[config.mk]
export PLATFORM = sky130hd
export DESIGN_NAME = lns_to_linear
export DESIGN_NICKNAME = d
export VERILOG_FILES = /design/src/rtl/lns_pkg.sv /design/src/rtl/lns_mul_round.sv /design/src/rtl/lns_to_linear.sv
export SDC_FILE = /design/constraint.sdc
export NUM_CORES = 2
export LEC_CHECK = 0
export CAP_MARGIN = 20
export CORE_ASPECT_RATIO = 1.25
export CORE_UTILIZATION = 45
export CTS_BUF_LIST = sky130_fd_sc_hd__clkbuf_4
export DETAILED_ROUTE_END_ITERATION = 12
export GPL_ROUTABILITY_DRIVEN = 0
export SLEW_MARGIN = 20
export SYNTH_ARGS = -nofsm -noshare
export SYNTH_HDL_FRONTEND = slang
export SYNTH_SLANG_ARGS = --single-unit
[constraint.sdc]
create_clock -name clk -period 10 [get_ports clk]
set_input_delay 2.5 -clock clk [delete_from_list [all_inputs] [get_ports clk]]
set_output_delay 2.5 -clock clk [all_outputs]
set_load 0.005 [all_outputs]
[src/rtl/lns_pkg.sv]
// rtl/lns_pkg.sv - shared widths, codes, state encodings and antilog constants for the LNS converter
package lns_pkg;
  localparam int LOG_W    = 22;
  localparam int FRAC_W   = 12;
  localparam int LIN_W    = 32;
  localparam int LIN_FRAC = 16;
  localparam int M_W      = 24;
  localparam int INT_W    = LOG_W - FRAC_W;

  localparam logic [LOG_W-1:0] ZERO_CODE = 22'h200000;
  localparam logic [LIN_W-1:0] SAT_POS   = 32'h7FFF_FFFF;
  localparam logic [LIN_W-1:0] SAT_NEG   = 32'h8000_0001;
  localparam logic [M_W-1:0]   M_ONE     = 24'h400000;

  typedef logic [1:0] state_t;
  localparam state_t ST_IDLE  = 2'd0;
  localparam state_t ST_MUL   = 2'd1;
  localparam state_t ST_SCALE = 2'd2;
  localparam state_t ST_OUT   = 2'd3;

  // 2^(2^-k) in unsigned Q2.22, rounded to nearest
  localparam logic [M_W-1:0] ANTILOG_C [1:FRAC_W] = '{
    24'h5A827A, 24'h4C1BF8, 24'h45CAE1, 24'h42D562,
    24'h4166C3, 24'h40B269, 24'h4058F7, 24'h402C6C,
    24'h401632, 24'h400B18, 24'h40058C, 24'h4002C6
  };
endpackage

[src/rtl/lns_mul_round.sv]
// rtl/lns_mul_round.sv - Q2.22 x Q2.22 unsigned multiply with round-half-up back to Q2.22
module lns_mul_round
  import lns_pkg::*;
(
  input  logic [M_W-1:0] a,
  input  logic [M_W-1:0] b,
  output logic [M_W-1:0] p
);
  localparam logic [2*M_W-1:0] HALF = 48'd1 << (M_W - 3);

  logic [2*M_W-1:0] a_w;
  logic [2*M_W-1:0] b_w;

  always_comb begin
    a_w = {{M_W{1'b0}}, a};
    b_w = {{M_W{1'b0}}, b};
    p   = M_W'((a_w * b_w + HALF) >> (M_W - 2));
  end
endmodule

[src/rtl/lns_to_linear.sv]
// rtl/lns_to_linear.sv - sequential LNS (Q9.12 log2 + sign) to Q15.16 linear converter
module lns_to_linear
  import lns_pkg::*;
(
  input  logic             clk,
  input  logic             rst_n,
  input  logic             in_valid,
  output logic             in_ready,
  input  logic [LOG_W-1:0] in_log,
  input  logic             in_sign,
  output logic             out_valid,
  input  logic             out_ready,
  output logic [LIN_W-1:0] out_lin,
  output logic             out_sat,
  output logic             out_zero
);
  localparam int SH_W       = INT_W + 1;
  localparam int SHIFT_BIAS = (M_W - 2) - LIN_FRAC;
  localparam int SAT_EXP    = LIN_W - 1 - LIN_FRAC;

  state_t             state_q, state_d;
  logic [3:0]         k_q, k_d;
  logic [M_W-1:0]     m_q, m_d;
  logic [FRAC_W-1:0]  f_q, f_d;
  logic [INT_W-1:0]   int_q, int_d;
  logic               sign_q, sign_d;
  logic               zcode_q, zcode_d;
  logic               out_valid_q, out_valid_d;
  logic [LIN_W-1:0]   out_lin_q, out_lin_d;
  logic               out_sat_q, out_sat_d;
  logic               out_zero_q, out_zero_d;

  logic [M_W-1:0]     c_k;
  logic [M_W-1:0]     mul_p;
  logic [LIN_W-1:0]   m_ext;
  logic [LIN_W-1:0]   mag;
  logic [LIN_W-1:0]   scaled_lin;
  logic               scaled_sat;
  logic               scaled_zero;
  logic signed [SH_W-1:0] shift_s;
  logic signed [SH_W-1:0] neg_amt;

  assign c_k = ANTILOG_C[k_q];

  lns_mul_round u_mul (
    .a (m_q),
    .b (c_k),
    .p (mul_p)
  );

  // Integer part of the log applied as a shift of the Q2.22 mantissa into Q15.16
  always_comb begin
    m_ext       = {{(LIN_W-M_W){1'b0}}, m_q};
    shift_s     = $signed({int_q[INT_W-1], int_q}) - $signed(SH_W'(SHIFT_BIAS));
    neg_amt     = -shift_s;
    mag         = '0;
    scaled_sat  = 1'b0;
    scaled_zero = 1'b0;
    if (zcode_q) begin
      scaled_zero = 1'b1;
    end else if ($signed(int_q) >= $signed(INT_W'(SAT_EXP))) begin
      mag        = SAT_POS;
      scaled_sat = 1'b1;
    end else if (!shift_s[SH_W-1]) begin
      mag = m_ext << shift_s[3:0];
    end else if (neg_amt > $signed(SH_W'(M_W - 1))) begin
      scaled_zero = 1'b1;
    end else begin
      mag         = (m_ext + (32'd1 << (neg_amt[4:0] - 5'd1))) >> neg_amt[4:0];
      scaled_zero = (mag == '0);
    end
    if (scaled_sat && sign_q) begin
      scaled_lin = SAT_NEG;
    end else if (sign_q) begin
      scaled_lin = -mag;
    end else begin
      scaled_lin = mag;
    end
  end

  always_comb begin
    state_d     = state_q;
    k_d         = k_q;
    m_d         = m_q;
    f_d         = f_q;
    int_d       = int_q;
    sign_d      = sign_q;
    zcode_d     = zcode_q;
    out_valid_d = out_valid_q;
    out_lin_d   = out_lin_q;
    out_sat_d   = out_sat_q;
    out_zero_d  = out_zero_q;
    case (state_q)
      ST_IDLE: begin
        if (in_valid) begin
          int_d   = in_log[LOG_W-1:FRAC_W];
          f_d     = in_log[FRAC_W-1:0];
          sign_d  = in_sign;
          zcode_d = (in_log == ZERO_CODE);
          m_d     = M_ONE;
          k_d     = 4'd1;
          state_d = ST_MUL;
        end
      end
      ST_MUL: begin
        // f is consumed MSB first so iteration k always sees bit FRAC_W-k
        if (f_q[FRAC_W-1]) begin
          m_d = mul_p;
        end
        f_d = f_q << 1;
        if (k_q == 4'(FRAC_W)) begin
          k_d     = 4'd0;
          state_d = ST_SCALE;
        end else begin
          k_d = k_q + 4'd1;
        end
      end
      ST_SCALE: begin
        out_lin_d   = scaled_lin;
        out_sat_d   = scaled_sat;
        out_zero_d  = scaled_zero;
        out_valid_d = 1'b1;
        state_d     = ST_OUT;
      end
      ST_OUT: begin
        if (out_ready) begin
          out_valid_d = 1'b0;
          out_lin_d   = '0;
          out_sat_d   = 1'b0;
          out_zero_d  = 1'b0;
          state_d     = ST_IDLE;
        end
      end
      default: state_d = ST_IDLE;
    endcase
  end

  always_ff @(posedge clk) begin
    if (!rst_n) begin
      state_q     <= ST_IDLE;
      k_q         <= 4'd0;
      m_q         <= '0;
      f_q         <= '0;
      int_q       <= '0;
      sign_q      <= 1'b0;
      zcode_q     <= 1'b0;
      out_valid_q <= 1'b0;
      out_lin_q   <= '0;
      out_sat_q   <= 1'b0;
      out_zero_q  <= 1'b0;
    end else begin
      state_q     <= state_d;
      k_q         <= k_d;
      m_q         <= m_d;
      f_q         <= f_d;
      int_q       <= int_d;
      sign_q      <= sign_d;
      zcode_q     <= zcode_d;
      out_valid_q <= out_valid_d;
      out_lin_q   <= out_lin_d;
      out_sat_q   <= out_sat_d;
      out_zero_q  <= out_zero_d;
    end
  end

  assign in_ready  = (state_q == ST_IDLE);
  assign out_valid = out_valid_q;
  assign out_lin   = out_lin_q;
  assign out_sat   = out_sat_q;
  assign out_zero  = out_zero_q;
endmodule

Word level (Yosys, flattened, before mapping)
Memories as Yosys holds them, arrays and structs flattened.
Cells that the tools add are included.
W data, S select, Z words.
{"block": "op_classes", "n_addsub": 7, "n_mul": 1, "n_div": 0, "order_cmp": 3, "n_eq_ne": 9, "shift": 3, "mux": 32, "n_bitwise": 1, "n_reduce_logical": 10}
{"cell": "$mux W32", "n": 7}
{"cell": "$mux W24", "n": 4}
{"cell": "$pmux W32 S2", "n": 1}
{"cell": "$pmux W24 S2", "n": 1}
{"cell": "$add A46 B22 Y46 const B", "n": 1}
{"cell": "$mul A24 B24 Y46", "n": 1}
{"cell": "$add A24 B32 Y32", "n": 1}
{"cell": "$logic_not A32 Y1", "n": 1}
{"cell": "$neg A32 Y32", "n": 1}
{"cell": "$shl A1 B5 Y32 const A", "n": 1}
{"cell": "$shl A24 B4 Y32", "n": 1}
{"cell": "$shr A32 B5 Y32", "n": 1}
{"cell": "$pmux W12 S2", "n": 1}
{"cell": "$eq A22 B22 Y1 const B", "n": 1}
{"cell": "$mux W12", "n": 1}
{"cell": "$gt A11 B6 Y1 const B", "n": 1}
{"cell": "$neg A11 Y11", "n": 1}
{"cell": "$sub A10 B4 Y11 const B", "n": 1}
{"cell": "$ge A10 B5 Y1 const B", "n": 1}
{"cell": "$mux W4", "n": 2}
{"cell": "$ne A2 B2 Y1 const B", "n": 4}
{"cell": "$pmux W2 S4", "n": 1}
{"cell": "$pmux W4 S2", "n": 1}
{"cell": "$mux W1", "n": 7}
{"cell": "other kinds (14)", "n": 23}
{"block": "totals", "register_bits": 89, "latchBits": 0, "mem_bits_rw": 0, "rom_bits": 384, "input_bits": 27, "out_inout_bits": 36, "elab_cells": 78, "memories": 1}
{"memory": "(no name shown)", "depth": 16, "width": 24, "read_ports": 1, "rd_ports_with_merged_regs": 0, "write_ports": 0, "line_no": "lns_to_linear.sv:43", "source": "assign c_k = ANTILOG_C[k_q];"}

Logic depth before layout (Yosys ltp)
{"block": "logic_depth", "word_depth": 14, "mapped_depth": 36, "mapped_depth_nobuf": 35}

By module
Synthesis repeated with hierarchy kept, for this count alone.
{"block": "hier_totals", "cells_unflattened": 3583, "area_unflattened_um2": 29539.6}
{"module": "lns_mul_round", "instances": 1, "cells_each": 2033, "area_each_um2": 18213.7, "seq_area_each_um2": 0.0}
{"module": "lns_to_linear", "instances": 1, "cells_each": 1550, "area_each_um2": 11325.9, "seq_area_each_um2": 1781.7}

Worst setup path before layout
OpenSTA, ideal clock, no wires.
{"block": "synth_timing", "kind": "reg-to-reg", "start": "reg k_q[2]", "end": "reg m_q[22]", "setup_ps": 95, "arrival_ps": 8179, "required_time_ps": 9905, "path_slack_ps": 1726, "path_stages_with_launch": 33, "path_buffers": 2, "synth_period_minus_slack_ps": 8274, "cell_sequence": "dfxtp_1 > clkbuf_1 > clkinv_1 > ha_1 > o21ai_0 > clkbuf_1 > and2_1 > fa_1 > fa_1 > inv_1 > fa_1 > fa_1 > inv_1 > fa_1 > fa_1 > inv_1 > fa_1 > inv_1 > ha_1 > o21a_1 > o2111ai_1 > a21oi_1 > a311oi_1 > a21oi_1 > a22o_1 > a31o_2 > a21o_1 > nand3_1 > nand3b_1 > a221o_1 > a21oi_1 > xnor2_1 > a221oi_1"}
{"block": "synth_via", "elab_chain_len": 8}
{"item": "start, declared", "line_no": "lns_to_linear.sv:22", "source": "logic [3:0] k_q, k_d;"}
{"item": "start signal, assigned", "line_no": "lns_to_linear.sv:153", "source": "k_q <= k_d;"}
{"item": "$not A4 Y5 (not written as such)", "line_no": "lns_to_linear.sv:43"}
{"item": "$mem_v2 Z16 W24"}
{"item": "$mux W24 (not written as such) (2 in series)", "line_no": "lns_to_linear.sv:43"}
{"item": "$mul A24 B24 Y46", "line_no": "lns_mul_round.sv:17", "source": "p = M_W'((a_w * b_w + HALF) >> (M_W - 2));"}
{"item": "$add A46 B22 Y46", "line_no": "lns_mul_round.sv:17"}
{"item": "$mux W24", "line_no": "lns_to_linear.sv:107", "source": "if (f_q[FRAC_W-1]) begin"}
{"item": "$pmux W24 S2", "line_no": "lns_to_linear.sv:93", "source": "case (state_q)"}
{"item": "end signal, assigned", "line_no": "lns_to_linear.sv:154", "source": "m_q <= m_d;"}
{"item": "end, declared", "line_no": "lns_to_linear.sv:23", "source": "logic [M_W-1:0] m_q, m_d;"}
No other way between the ends. The select of a mux whose other input is x is not followed.
A chain may end at the register's enable or synchronous reset.

Final worst setup path
Ends and elaborated chain as after synthesis.

==> flow_summary_export.csv <==
group,metric,value,unit
placement,dp_hpwl,69400,um
sta,setup_viol,0,
synthesis,synth_flop_cell,"dfxtp_1",
sta,grt_setup_unrepaired,"false",
worst_setup_path,max_stage_delay,0.59,ns
clocking,holdBufCountCts,0,
synthesis,syn_area,0.0286,mm2
global_route,antenna_found_initial,5,
synthesis,synth_seq_cells,89,
drt,first_iter_violations,2152,
sta,slew_viol_final,0,
clocking,clk_latency,0.52,ns
drt,routedWlPerCell,20.9,um
worst_setup_path,critPathKind,"register to register",
layout,layout-drive-gt1-share,0.0579,
global_route,grt_pass1_wl,141000,um
power,peakVddDrop,0.0797,mV
layout,areaGrowthSynthToFinish,5.70,%
synthesis,syn_inst,3468,
job,drv_cap,0,
global_route,grt_pass1_vias,25100,
clocking,cts_made_buffers,9,
synthesis,syn_nets,4176,
clocking,clockBufferDepth,2,
clocking,tritoncts,"built",
layout,mostFrequentLayoutCells,"557 x inv_1, 438 x fa_1, 384 x nand2_1",
clocking,cts_max_level,3,
clocking,cts_num_sinks,89,
sta,clock_skew,0.0295,ns
sta,period_share,0.926,
sta,max_slew_margin,0.146,
clocking,cts-resized-gates,0,
min_path,min_path_type,"register to register",
clocking,clkTransAtPathRegs,0.17,ns
global_route,gr-total-overflow,0,
floorplan,initial_utilization,0.458,
clocking,cts_setup_buffers,0,
synthesis,seq_area_frac_synth,0.0624,
worst_setup_path,cp-start-kind,"register",
sta,fmax,108,MHz
placement,io_buffers,62,
sta,setup_tns,0,ns
synthesis,async_flop_share,0,
synthesis,synth_enable_flop_cells,0,
synthesis,synth_warnings,0,
worst_setup_path,critPathMaxFanout,19,
drt,ant_nets,0,
worst_setup_path,cpMostUsedCell,"fa_1",
sta,setup_ws,0.737,ns
worst_setup_path,cp-end-kind,"register",
floorplan,die_area,0.0645,mm2
power,p_per_area,120,mW/mm2
sta,final_hold_viol_count,0,
worst_setup_path,cp.arrival,9.68,ns
layout,layout_commonest_cell,"inv_1",
outcome,outcome,"finished clean",
global_route,grt_max_degree,55,
power,power.leakage,0.0145,uW
drt,drt-pass1-iter-count,8,
drt,drc,0,
worst_setup_path,worst_path_max_delay_cell,"a21oi_2",
placement,pre_cts_slack,0.799,ns
floorplan,rows,102,
worst_setup_path,critPathRequiredTime,10.42,ns
floorplan,core_area,0.0624,mm2
sta,period_needed,9.26,ns
synthesis,synth_cell_types,107,
synthesis,syn_avg_cell_area,8.24,um2
drt,vias,24700,
floorplan,io-pin-count,63,
floorplan,dieHeight,284,um
sta,worstMarginPinSlew,1.27,ns
layout,final_nets,4106,
floorplan,die_width,227,um
clocking,cts_root_buffer,"clkbuf_4",
global_route,grt_usage,0.282,
drt,routed_wl,88400,um
drt,vias_per_cell,5.84,
sequential cells by signal, indices dropped and copies added, names as in the netlist:
register,count
out_lin,32
m_q,24
f_q,12
int_q,10
k_q,4
state_q,2
out_sat,1
out_valid,1
out_zero,1
sign_q,1
zcode_q,1
synth_stat cells, drive strengths merged, types with 13 or more instances:
cell type,count,share of area
nand2b,15,0.0033
nand3,38,0.0070
mux2i,55,0.019
a221oi,15,0.0050
o2111ai,13,0.0042
a21oi,119,0.021
mux4,27,0.021
a21o,29,0.0076
nand2,384,0.050
and2,340,0.074
nor2,179,0.024
a22oi,30,0.0081
o211ai,25,0.0069
a21boi,16,0.0042
o31ai,16,0.0047
inv,558,0.073
dfxtp,89,0.062
nand4,24,0.0058
o21ai,117,0.021
a211oi,43,0.012
fa,438,0.31
a31oi,29,0.0064
clkbuf,190,0.025
and3,22,0.0048
xor2,29,0.0094
o21a,28,0.0074
nor4,20,0.0046
a211o,15,0.0046
xnor2,53,0.017
buf,28,0.0050
nor2b,26,0.0057
nor3,39,0.0070
ha,243,0.11
per-stage QoR:
step	cell area (um2)	cells	hold WS, ns	total power, uW	utilization
after floorplan	28600	3468	0.442	2480	-
after global placement	30100	4219	0.432	3340	0.482
after detailed placement	30100	4219	0.438	3340	0.482
after CTS	30200	4235	0.460	3570	0.484
after global routing	30200	4237	0.483	3910	0.484
final	30200	4237	0.456	3620	0.484
layer usage:
metal | vias up | track usage | wire, um
met5 | - | 0 | 0
met4 | 0 | 0.106 | 3580
met3 | 217 | 0.0315 | 4860
met2 | 908 | 0.486 | 43800
met1 | 12400 | 0.360 | 36100
li1 | 11200 | - | -
final cells by class:
type | instances | area, um2
timing repair buffer | 137 | 1180
sequential | 89 | 1790
inverter | 561 | 2110
tap | 832 | 1040
multi-input combinational | 2600 | 23900
clock inverter | 7 | 67.6
antenna | 2 | 5.00
clock buffer | 9 | 67.6
fill | 6145 | 32200
final timing paths:
check	start	endpoint	slack [ns]	cells after the start
worst max-delay path	k_q[2]	m_q[22]	0.74	33
worst min-delay path	out_lin[22]	out_lin[22]	0.46	2
worst min register to register	out_lin[22]	out_lin[22]	0.46	2
worst max register to register	k_q[2]	m_q[22]	0.74	33
worst max-delay path: cells and delay by family (launching register included):
kind	cells	cell delay, ns
adder cells (fa/ha/maj)	8	3.68
AO/OA/AOI/OAI	9	2.83
AND/OR/NAND/NOR	8	1.17
buffers and inverters	7	1.02
flip-flops	1	0.35
XOR/XNOR	1	0.09
report_power, final:
group          internal, uW  total, uW  switching [uW]
Combinational          1010       2890            1880
Sequential              429        515            86.5
Clock                  58.3        214             156
logic make-up after synthesis:
group / Yosys count / share of synthesized area
fa+ha+maj: 681 / 0.413
flops: 89 / 0.0624
compound gates: 609 / 0.149
mux: 93 / 0.0450
xor+xnor: 83 / 0.0270
buf+inv: 779 / 0.104
simple gates: 1134 / 0.199
No activity file was read; power rests on OpenSTA's default activity.
